File: config.mk
export PLATFORM = sky130hd
export DESIGN_NAME = noc_packet_injector
export DESIGN_NICKNAME = d
export VERILOG_FILES = /design/src/rtl/noc_packet_injector.sv
export SDC_FILE = /design/constraint.sdc
export NUM_CORES = 1
export LEC_CHECK = 0
export ABC_AREA = 1
export BUFFER_PORTS_ARGS = -buffer_cell sky130_fd_sc_hd__buf_2
export CORE_MARGIN = 2
export CORE_UTILIZATION = 60
export DETAILED_ROUTE_END_ITERATION = 8
export PLACE_DENSITY = 0.95
export SYNTH_ARGS = -nofsm -noshare
export SYNTH_HDL_FRONTEND = slang
export SYNTH_SLANG_ARGS = --single-unit
File: constraint.sdc
create_clock -name clk -period 3.38 [get_ports clk]
set_input_delay 0.169 -clock clk [delete_from_list [all_inputs] [get_ports clk]]
set_output_delay 0.169 -clock clk [all_outputs]
set_load 0.005 [all_outputs]
File: src/rtl/noc_packet_injector.sv
// noc_packet_injector: turns a (destination, length) request plus a stream of
// 28-bit payload words into a header/body/tail flit packet for a router local
// input port, with even parity in bit 0 of every flit.
//
// Ports:
//   clk, rst             clock (rising edge), async active-low reset
//   cur_addr             own node address, static after reset
//   req_valid/req_ready  packet request handshake; req_dst, req_len (N) payload
//   pay_valid/pay_ready  payload word handshake; pay_data word
//   TX, RTS              registered flit and one-cycle strobe to the router
//   DCTS                 router input FIFO ready
//   pkt_sent             one-cycle pulse alongside the tail flit's RTS
//   err                  one-cycle pulse when a request length is rejected
module noc_packet_injector #(
  parameter int unsigned DATA_WIDTH = 32
) (
  input  logic                  clk,
  input  logic                  rst,
  input  logic [3:0]            cur_addr,
  input  logic                  req_valid,
  output logic                  req_ready,
  input  logic [3:0]            req_dst,
  input  logic [11:0]           req_len,
  input  logic                  pay_valid,
  output logic                  pay_ready,
  input  logic [27:0]           pay_data,
  output logic [DATA_WIDTH-1:0] TX,
  output logic                  RTS,
  input  logic                  DCTS,
  output logic                  pkt_sent,
  output logic                  err
);

  localparam int unsigned LEN_W = 12;
  localparam int unsigned SEQ_W = 8;

  localparam logic [2:0]       TYPE_HDR  = 3'b001;
  localparam logic [2:0]       TYPE_BODY = 3'b010;
  localparam logic [2:0]       TYPE_TAIL = 3'b100;
  localparam logic [LEN_W-1:0] LEN_MAX   = 12'hFFF;

  typedef enum logic [1:0] {
    S_IDLE,
    S_HDR,
    S_PAY
  } state_t;

  state_t           r_state;
  logic [3:0]       r_dst;
  logic [LEN_W-1:0] r_len;
  logic [LEN_W-1:0] r_cnt;
  logic [SEQ_W-1:0] r_seq;
  logic [31:0]      r_tx;
  logic             r_rts;
  logic             r_pkt_sent;
  logic             r_err;

  logic             w_last;
  logic [31:0]      w_hdr_flit;
  logic [31:0]      w_pay_flit;

  // Append the even-parity bit so the XOR of all 32 flit bits is zero.
  function automatic logic [31:0] add_parity(input logic [30:0] f);
    return {f, ^f};
  endfunction

  // Remaining count of one means the word being consumed ends the packet.
  assign w_last     = (r_cnt <= LEN_W'(1));
  assign w_hdr_flit = add_parity({TYPE_HDR, LEN_W'(r_len + LEN_W'(1)), r_dst, cur_addr, r_seq});
  assign w_pay_flit = add_parity({(w_last ? TYPE_TAIL : TYPE_BODY), pay_data});

  // Handshake readies decode straight from state; payload follows router credit.
  assign req_ready = (r_state == S_IDLE);
  assign pay_ready = (r_state == S_PAY) && DCTS;

  assign TX       = DATA_WIDTH'(r_tx);
  assign RTS      = r_rts;
  assign pkt_sent = r_pkt_sent;
  assign err      = r_err;

  // Packet FSM with registered flit outputs; strobes default low every cycle.
  always_ff @(posedge clk or negedge rst) begin
    if (!rst) begin
      r_state    <= S_IDLE;
      r_dst      <= '0;
      r_len      <= '0;
      r_cnt      <= '0;
      r_seq      <= '0;
      r_tx       <= '0;
      r_rts      <= 1'b0;
      r_pkt_sent <= 1'b0;
      r_err      <= 1'b0;
    end else begin
      r_rts      <= 1'b0;
      r_pkt_sent <= 1'b0;
      r_err      <= 1'b0;
      case (r_state)
        S_IDLE: begin
          if (req_valid) begin
            r_dst <= req_dst;
            r_len <= req_len;
            // Zero-length packets and lengths whose total overflows the field are refused.
            if ((req_len == '0) || (req_len == LEN_MAX)) begin
              r_err <= 1'b1;
            end else begin
              r_state <= S_HDR;
            end
          end
        end
        S_HDR: begin
          if (DCTS) begin
            r_tx    <= w_hdr_flit;
            r_rts   <= 1'b1;
            r_cnt   <= r_len;
            r_state <= S_PAY;
          end
        end
        S_PAY: begin
          if (pay_valid && DCTS) begin
            r_tx  <= w_pay_flit;
            r_rts <= 1'b1;
            r_cnt <= r_cnt - LEN_W'(1);
            if (w_last) begin
              r_pkt_sent <= 1'b1;
              r_seq      <= r_seq + SEQ_W'(1);
              r_state    <= S_IDLE;
            end
          end
        end
        default: begin
          r_state <= S_IDLE;
        end
      endcase
    end
  end

endmodule

Yosys cells after proc, flatten, opt, wreduce, memory -nomap -nowiden. Cells that the tools add are included.

Add/sub/neg operators: 3. Magnitude comparators: 1. Eq/ne operators: 8. Muxes and demuxes: 22. Reduce and logical (&&, ||, !) cells: 12.

Operator list (count): 32-bit two-way mux (2); 32-bit case mux with 2 select lines (1); 31-bit parity (2); 12-bit two-way mux (2); 12-bit case mux with 2 select lines (1); 12-bit by 1-bit adder with 12-bit output, second input constant (1); 12-bit == test, second input constant (1); 12-bit by 1-bit <= comparator with 1-bit output, second input constant (1); 12-bit zero test (1); 12-bit by 1-bit subtractor with 12-bit output, second input constant (1); 2-bit two-way mux (5); 8-bit by 1-bit adder with 8-bit output, second input constant (1); 1-bit two-way mux (8); 2-bit inequality test, second input constant (4); 2-bit case mux with 3 select lines (1); 3-bit AND reduction (2); 5-bit AND reduction (1); 3-bit two-way mux (1); 2-bit by 1-bit == test with 1-bit output, second input constant (1); 2-bit == test, second input constant (1); 1-bit logical AND (2); 2-bit zero test (1); 2-bit by 1-bit inequality test with 1-bit output, second input constant (1); 1-bit case mux with 2 select lines (1); 3 further kinds (3).

Register bits after elaboration: 73. Input bits: 53. Word-level logic and storage cells: 55.

Longest topological paths before layout. Gate-level depths: netlist of the first run.

Word-level depth: 5. Mapped depth: 17.

Worst setup path after synthesis of the first run. OpenSTA, ideal clock, no wires.

Path kind: register to register. From: reg r_state[0]. To: reg r_cnt[9]. Library setup time: 134 ps. Arrival time: 1658 ps. Required time: 3246 ps. Path slack: 1588 ps. Cell stages (with the launch flop): 10. Path buffers: 1. Path through: dfrtp_1 > inv_1 > ha_1 > inv_2 > a21oi_1 > nor2_1 > inv_2 > clkbuf_1 > o21ai_0 > o31ai_1.

Longest elaborated chain between the ends: 3. Elaborated cells on any way between the ends: 7. Classes of those cells: 4 x eq/ne; 1 x mux; 2 x reduce/logical.

RTL lines: from (decl) (line 48) `state_t r_state;`; from (signal assigned) (line 84) `r_state <= S_IDLE;`; from (signal assigned) (line 106) `r_state <= S_HDR;`; from (signal assigned) (line 115) `r_state <= S_PAY;`; 2-bit == test / 2-bit by 1-bit == test with 1-bit output (equally long branches) (line 97) `case (r_state)`; 2-bit by 1-bit inequality test with 1-bit output (no line), or another cell as far along; 3-bit AND reduction (no line); to (signal assigned) (line 114) `r_cnt <= r_len;`; to (signal assigned) (line 122) `r_cnt <= r_cnt - LEN_W'(1);`; to (decl) (line 51) `logic [LEN_W-1:0] r_cnt;`.

Parallel ways exist; a longest one is shown, timed or not. A chain may end at the register's enable or synchronous reset.

Final worst setup path of the first run.
From: reg r_cnt[0]. To: reg r_seq[7].

Longest elaborated chain between the ends: 2.

RTL lines: 12-bit by 1-bit <= comparator with 1-bit output (line 68) `assign w_last = (r_cnt <= LEN_W'(1));`; 3-bit AND reduction (no line); to (signal assigned) (line 125) `r_seq <= r_seq + SEQ_W'(1);`; to (decl) (line 52) `logic [SEQ_W-1:0] r_seq;`.

Every way passes these cells.

==> summary.md, run 1 <==
| Metric | Value |
|---|---|
| Clk_lat worst skew | `0.37 ns` |
| XOR/XNOR Fraction of Synth Area | `8.71%` |
| Clk pin slew, worst setup/hold paths | `approximately 0.080 ns` |
| Share of cells above drive strength 1 | `a little under a fifth` |
| Via count | `4742` |
| TritonCTS clock tree | `built` |
| Worst path cell trace | `inv_1, ha_1, nor2_1, inv_1, nand3_1, nor4_1, nand4_1, nor3_2, nand3_1, xor2_1` |
| #FFs+latches synth | `73` |
| Tcrit/Tclk final | `about 74%` |
| Synth top area share | `around two fifths` |
| Hold WS | `around 0.020 ns` |
| Cell family with most CP delay | `simple AND/OR/NAND/NOR gates` |
| Global-route wire length before repair | `just over 20 mm` |
| Reg2reg end | `r_seq[7]$_DFFE_PN0P_` |
| CP max stage delay | `0.52 ns` |
| Async SR Flop Fraction | `100%` |
| Arrival @ worst endpoint | `~2.8 ns` |
| Cts repair resizes | `0` |
| Die H | `around 90 um` |
| Max rail drop VDD | `between 0.5 and 0.6 mV` |
| I/O Buffers | `between 80 and 90` |
| Worst min path class | `in -> async` |
| Compound-Gate Fraction of Synth Area | `between 10% and 20%` |
| Cts bufs inserted | `9` |
| DRT iter0 DRCs | `409` |
| Die Area | `~8400 um2` |
| Initial antenna violation count | `0` |
| GRT Total Usage | `30.0%` |
| Post-Syn Area | `about 4600 um2` |
| Vias in the first global route | `4408` |
| First drt pass iteration count | `7` |
| Syn avg cell area | `roughly 7.2 um2` |
| Core Area | `7610 um2` |
| WL/cell | `14.9 um` |
| Final setup vio count | `0` |
| Pwr dens | `979 nW/um2` |
| Final hold viol count | `0` |
| Row count | `32` |
| RePlAce Congestion | `0.851` |
| Top-count cell post-synth | `nand2_1` |
| Synthesized net count | `around 700` |
| Worst reg2reg path startpoint | `r_cnt[0]$_DFFE_PN0P_` |
| Crit end category | `flip-flop` |
| Critical setup path kind | `reg -> reg` |
| Grt ovf | `0` |
| Final WL | `12.3 mm` |
| Max Freq | `between 300 and 400 MHz` |
| Ant. Diodes | `0` |
| Post-Syn Instances | `about 640` |
| Status | `complete, no violations` |
| Post-synth top area cell | `dfrtp_1` |
| Worst setup SP type | `flip-flop` |
| Slew HR | `35.7%` |
| CP Max Fanout | `5` |
| Buffer and inverter count on the worst path | `2` |
| Placed wire-length estimate | `8.57 mm` |
| Seq/Total Area, Yosys | `39.5%` |
| Synth top area cells | `dfrtp_1, nand2_1, o21ai_0, inv_1, nor2_1` |
| Utilization after layout | `a little over two thirds` |
| Die width | `~92 um` |
| Final Max Tran Viols | `0` |
| Htree depth | `3` |
| Mux contribution to synthesized area | `0%` |
| Most frequent cells after synthesis | `nand2_1, o21ai_0, dfrtp_1` |
| CP max stage cell | `nor4_1` |
| Unrepaired setup endpoints after global routing | `false` |
| Vias/cell | `between 5 and 6` |
| Worst Max-Slew Pin Slew | `slightly below 1 ns` |
| Post-Synth Simple-Gate Area | `27.7%` |
| Tmin final | `between 2 and 3 ns` |
| Drt drc | `0` |
| Clk sinks | `73` |
| Detail Route Antenna Nets | `0` |
| Nets | `just under 800` |
| Adder-cell share of the synthesized area | `2.70%` |
| Ports | `90` |
| Clk root buf | `clkbuf_8` |
| Largest family of logic cells by synthesized area | `simple AND/OR/NAND/NOR gates` |
| R2R Setup Slk | `0.87 ns` |
| Reg2Reg Depth | `10` |
| Pleak | `about 2.8 nW` |
| Clock skew | `roughly 0.0051 ns` |
| EDFF count, synth | `0` |
| Data required, critical path | `roughly 3.6 ns` |
| Post-synth top flop | `dfrtp_1` |
| TNS Setup | `0 ns` |
| Max Root-Sink Buffers | `2` |
| Yosys warns | `0` |
| Post-CTS Setup Bufs | `0` |
| Syn-to-layout area delta | `16.1%` |
| Starting density of the core | `60.8%` |
| Max_cap viols | `0` |
| Yosys cell types | `34` |
| Hold Buf Count CTS | `0` |
| Largest net degree at the start of global routing | `between 70 and 80` |
## worst register-to-register path: cells and delay by family, from the launching register on
kind | cells | cell delay, ns
xor+xnor | 1 | 0.15
fa+ha+maj | 1 | 0.23
buf+inv | 2 | 0.24
flops | 1 | 0.42
simple gates | 6 | 1.36
## per-stage QoR
step | setup WS (ns) | instances | total power, mW | area, um2
after CTS | 0.974 | 829 | 5.20 | 5370
after global placement | 1.19 | 813 | 4.14 | 5140
after detailed placement | 1.05 | 813 | 4.35 | 5140
after global routing | 0.729 | 829 | 5.67 | 5370
after floorplan | 1.59 | 639 | 3.56 | 4630
final | 0.871 | 829 | 5.26 | 5370
## cell families after synthesis
family	Yosys count
AO/OA/AOI/OAI	115
XOR/XNOR	46
adder cells (fa/ha/maj)	10
buffers and inverters	97
flip-flops	73
AND/OR/NAND/NOR	298
## report_power, final
part           internal [mW]  leakage (nW)  switching, mW
Sequential              1.26         0.882          0.321
Combinational          0.999          1.85           1.87
Clock                  0.453         0.115          0.350
Total                   2.72          2.85           2.54
## area by class of cell
class / count / area [um2]
clock inverters: 5 / 77.6
inverters: 76 / 285
multi-input cells: 469 / 2430
flip-flops and latches: 73 / 1830
fillers: 598 / 2240
well taps: 102 / 128
clock buffers: 11 / 151
repair buffers: 93 / 475
## flip-flops by register name (all words and copies together) (netlist names)
register / flops
err: 1
r_state: 2
r_len: 12
r_seq: 8
TX: 32
r_cnt: 12
r_dst: 4
RTS: 1
pkt_sent: 1
## routing by layer
metal	vias to the layer above	share of wire, %	track usage, %
li1	2212	-	-
met1	2195	40	36.6
met2	266	49	52.0
met3	69	7.6	6.00
met4	0	4.4	12.2
met5	-	0	0
## worst max-delay path by stage
stage / end / startpoint / slack (ns) / cells after the start
3_3_place_gp: r_cnt[9]$_DFFE_PN0P_ / r_state[0]$_DFFE_PN0P_ / 1.19 / 9
2_1_floorplan: r_cnt[9]$_DFFE_PN0P_ / r_state[0]$_DFFE_PN0P_ / 1.59 / 9
3_5_place_dp: r_cnt[11]$_DFFE_PN0P_ / r_state[0]$_DFFE_PN0P_ / 1.05 / 10
6_report: r_seq[7]$_DFFE_PN0P_ / r_cnt[0]$_DFFE_PN0P_ / 0.87 / 10
4_1_cts: r_seq[7]$_DFFE_PN0P_ / r_cnt[0]$_DFFE_PN0P_ / 0.97 / 10
5_1_grt: r_seq[7]$_DFFE_PN0P_ / r_cnt[0]$_DFFE_PN0P_ / 0.73 / 10
## cell usage in the layout (no fill, tap or decap), drive strengths merged, types with 10 or more instances in the layout
| cell | synthesis | routed |
|---|---|---|
| xnor2 | 24 | 24 |
| inv | 76 | 76 |
| a21oi | 21 | 21 |
| nand3 | 37 | 37 |
| nor2 | 64 | 64 |
| nand2 | 174 | 174 |
| xor2 | 22 | 22 |
| ha | 10 | 10 |
| buf | 3 | 93 |
| o21ai | 78 | 78 |
| clkbuf | 18 | 11 |
| dfrtp | 73 | 73 |
(Power assumes the default switching activity.)
==> run 2: changes to the inputs <==
--- a/config.mk
+++ b/config.mk
@@ -8,9 +8,9 @@
 export ABC_AREA = 1
 export BUFFER_PORTS_ARGS = -buffer_cell sky130_fd_sc_hd__buf_2
 export CORE_MARGIN = 2
-export CORE_UTILIZATION = 60
+export CORE_UTILIZATION = 51
 export DETAILED_ROUTE_END_ITERATION = 8
-export PLACE_DENSITY = 0.95
+export PLACE_DENSITY = 0.9
 export SYNTH_ARGS = -nofsm -noshare
 export SYNTH_HDL_FRONTEND = slang
 export SYNTH_SLANG_ARGS = --single-unit
==> constraint.sdc (replaced) <==
create_clock -name clk -period 2.14 [get_ports clk]
set_input_delay 0.107 -clock clk [delete_from_list [all_inputs] [get_ports clk]]
set_output_delay 0.107 -clock clk [all_outputs]
set_load 0.005 [all_outputs]
==> summary.md, run 2 (same netlist as run 1, synthesis figures left out) <==
| Metric | Value |
|---|---|
| Clk_lat worst skew | `around 0.36 ns` |
| Hold EP | `r_dst[3]$_DFFE_PN0P_` |
| Critical setup path kind | `reg -> reg` |
| Fillers | `723` |
| Reg2reg end | `r_seq[6]$_DFFE_PN0P_` |
| Tmin final | `2.10 ns` |
| Clk pin slew, worst setup/hold paths | `about 0.090 ns` |
| TritonCTS clock tree | `built` |
| Clock skew | `0.0138 ns` |
| Most frequent cells in the layout | `nand2_1, buf_2, o21ai_0` |
| Die H | `99.3 um` |
| Hold path depth | `3` |
| Tot Pwr | `slightly below 9 mW` |
| Initial antenna violation count | `0` |
| Cts bufs inserted | `9` |
| Pleak | `2.92 nW` |
| First drt pass iteration count | `5` |
| Final hold viol count | `0` |
| R2R Setup Slk | `around 0.036 ns` |
| Starting density of the core | `~53%` |
| Slew HR | `between 60% and 70%` |
| Grt ovf | `0` |
| Worst setup SP type | `flip-flop` |
| Syn-to-layout area delta | `20.0%` |
| GRT Total Usage | `25.0%` |
| Vias in the first global route | `between 4000 and 5000` |
| Global-route wire length before repair | `around 20 mm` |
| Pwr dens | `between 1500 and 2000 nW/um2` |
| Utilization after layout | `a little under two thirds` |
| Die width | `99.3 um` |
| Vias/cell | `between 5 and 6` |
| Htree depth | `3` |
| DRT iter0 DRCs | `525` |
| Worst reg2reg path startpoint | `r_cnt[2]$_DFFE_PN0P_` |
| Most common cell after layout, fill and taps aside | `nand2_1` |
| Placed wire-length estimate | `about 8.7 mm` |
| Max Freq | `between 400 and 500 MHz` |
| Data required, critical path | `approximately 2.4 ns` |
| Core Area | `8760 um2` |
| Arrival @ worst endpoint | `approximately 2.4 ns` |
| Final WL | `12.9 mm` |
| CP Max Fanout | `4` |
| Share of cells above drive strength 1 | `roughly a fifth` |
| Reg2Reg Depth | `9` |
| Final Max Tran Viols | `0` |
| Detail Route Antenna Nets | `0` |
| Worst Max-Slew Pin Slew | `between 0.5 and 0.6 ns` |
| Tcrit/Tclk final | `between 90% and 100%` |
| I/O Buffers | `between 80 and 90` |
| Ant. Diodes | `0` |
| Clk sinks | `73` |
| Die Area | `9850 um2` |
| Via count | `4757` |
| Max rail drop VDD | `approximately 0.84 mV` |
| TNS Setup | `0 ns` |
| Largest net degree at the start of global routing | `between 70 and 80` |
| Max_cap viols | `0` |
| RePlAce Congestion | `0.928` |
| Worst min path class | `in -> reg` |
| Clk root buf | `clkbuf_8` |
| Finished Cell Area | `about 5600 um2` |
| Status | `complete, no violations` |
| Final setup vio count | `0` |
| Crit end category | `flip-flop` |
| Placement Cell Area | `roughly 5200 um2` |
| Nets | `800` |
| Max FFs per register | `32` |
| Ports | `90` |
| Row count | `34` |
| Drt drc | `0` |
| Hold WS | `0.0259 ns` |
| Max Root-Sink Buffers | `2` |
| Worst hold start | `req_dst[3]` |
| WL/cell | `~15 um` |
[run 2: worst max-delay path: stages, from the launching register on]
cell     delay, ns
dfrtp_1       0.43
nor2_1        0.34
inv_1         0.17
nor3_2        0.21
nand3_1       0.18
nor2_2        0.16
nand2_1       0.11
nor2_1        0.17
nand2_1       0.09
xor2_1        0.15
[run 2: what timing repair did]
action | in CTS | in global routing
gates resized for setup | 1 | 12
endpoints found under the setup margin | 1 | 6
pin swaps | 0 | 4
endpoints found under the hold margin | 73 | 0
gates cloned | 0 | 1
hold buffers | 1 | 0
setup buffers | 0 | 8
[run 2: final cells by class]
| cell class | count | area (um2) | area share, % |
|---|---|---|---|
| clock buffer | 9 | 124 | 2.23 |
| clock inverter | 7 | 77.6 | 1.40 |
| inverter | 76 | 285 | 5.14 |
| multi-input combinational | 469 | 2470 | 44.5 |
| sequential | 73 | 1830 | 32.9 |
| tap | 108 | 135 | 2.43 |
| timing repair buffer | 108 | 633 | 11.4 |
[run 2: routing by layer]
metal | part of all wire [%] | track usage (%) | vias to the layer above
met3 | 8.7 | 3.51 | 65
met4 | 4.0 | 10.7 | 0
li1 | - | - | 2243
met5 | 0 | 0 | -
met2 | 48 | 41.9 | 298
met1 | 39 | 32.5 | 2151
[run 2: metrics by stage]
stage          cells  setup slack, ns
2_1_floorplan    639            0.348
3_3_place_gp     824            0.261
3_5_place_dp     824           0.0145
4_1_cts          841           0.0535
5_1_grt          850          -0.0282
6_report         850           0.0363
[run 2: how the worst max path moves through the flow]
stage | start | slack [ns] | end | cells past startpoint
after global placement | r_cnt[0]$_DFFE_PN0P_ | 0.26 | r_seq[7]$_DFFE_PN0P_ | 10
after detailed placement | r_cnt[0]$_DFFE_PN0P_ | 0.01 | r_seq[7]$_DFFE_PN0P_ | 10
final | r_cnt[2]$_DFFE_PN0P_ | 0.04 | r_seq[6]$_DFFE_PN0P_ | 9
after CTS | r_cnt[0]$_DFFE_PN0P_ | 0.05 | r_seq[6]$_DFFE_PN0P_ | 12
after floorplan | r_state[0]$_DFFE_PN0P_ | 0.35 | r_cnt[9]$_DFFE_PN0P_ | 9
after global routing | r_cnt[2]$_DFFE_PN0P_ | -0.03 | r_seq[6]$_DFFE_PN0P_ | 9
[run 2: report_power, final]
group          internal (mW)  switching, mW
combinational           1.85           3.26
sequential              2.00          0.466
clock                  0.548          0.568
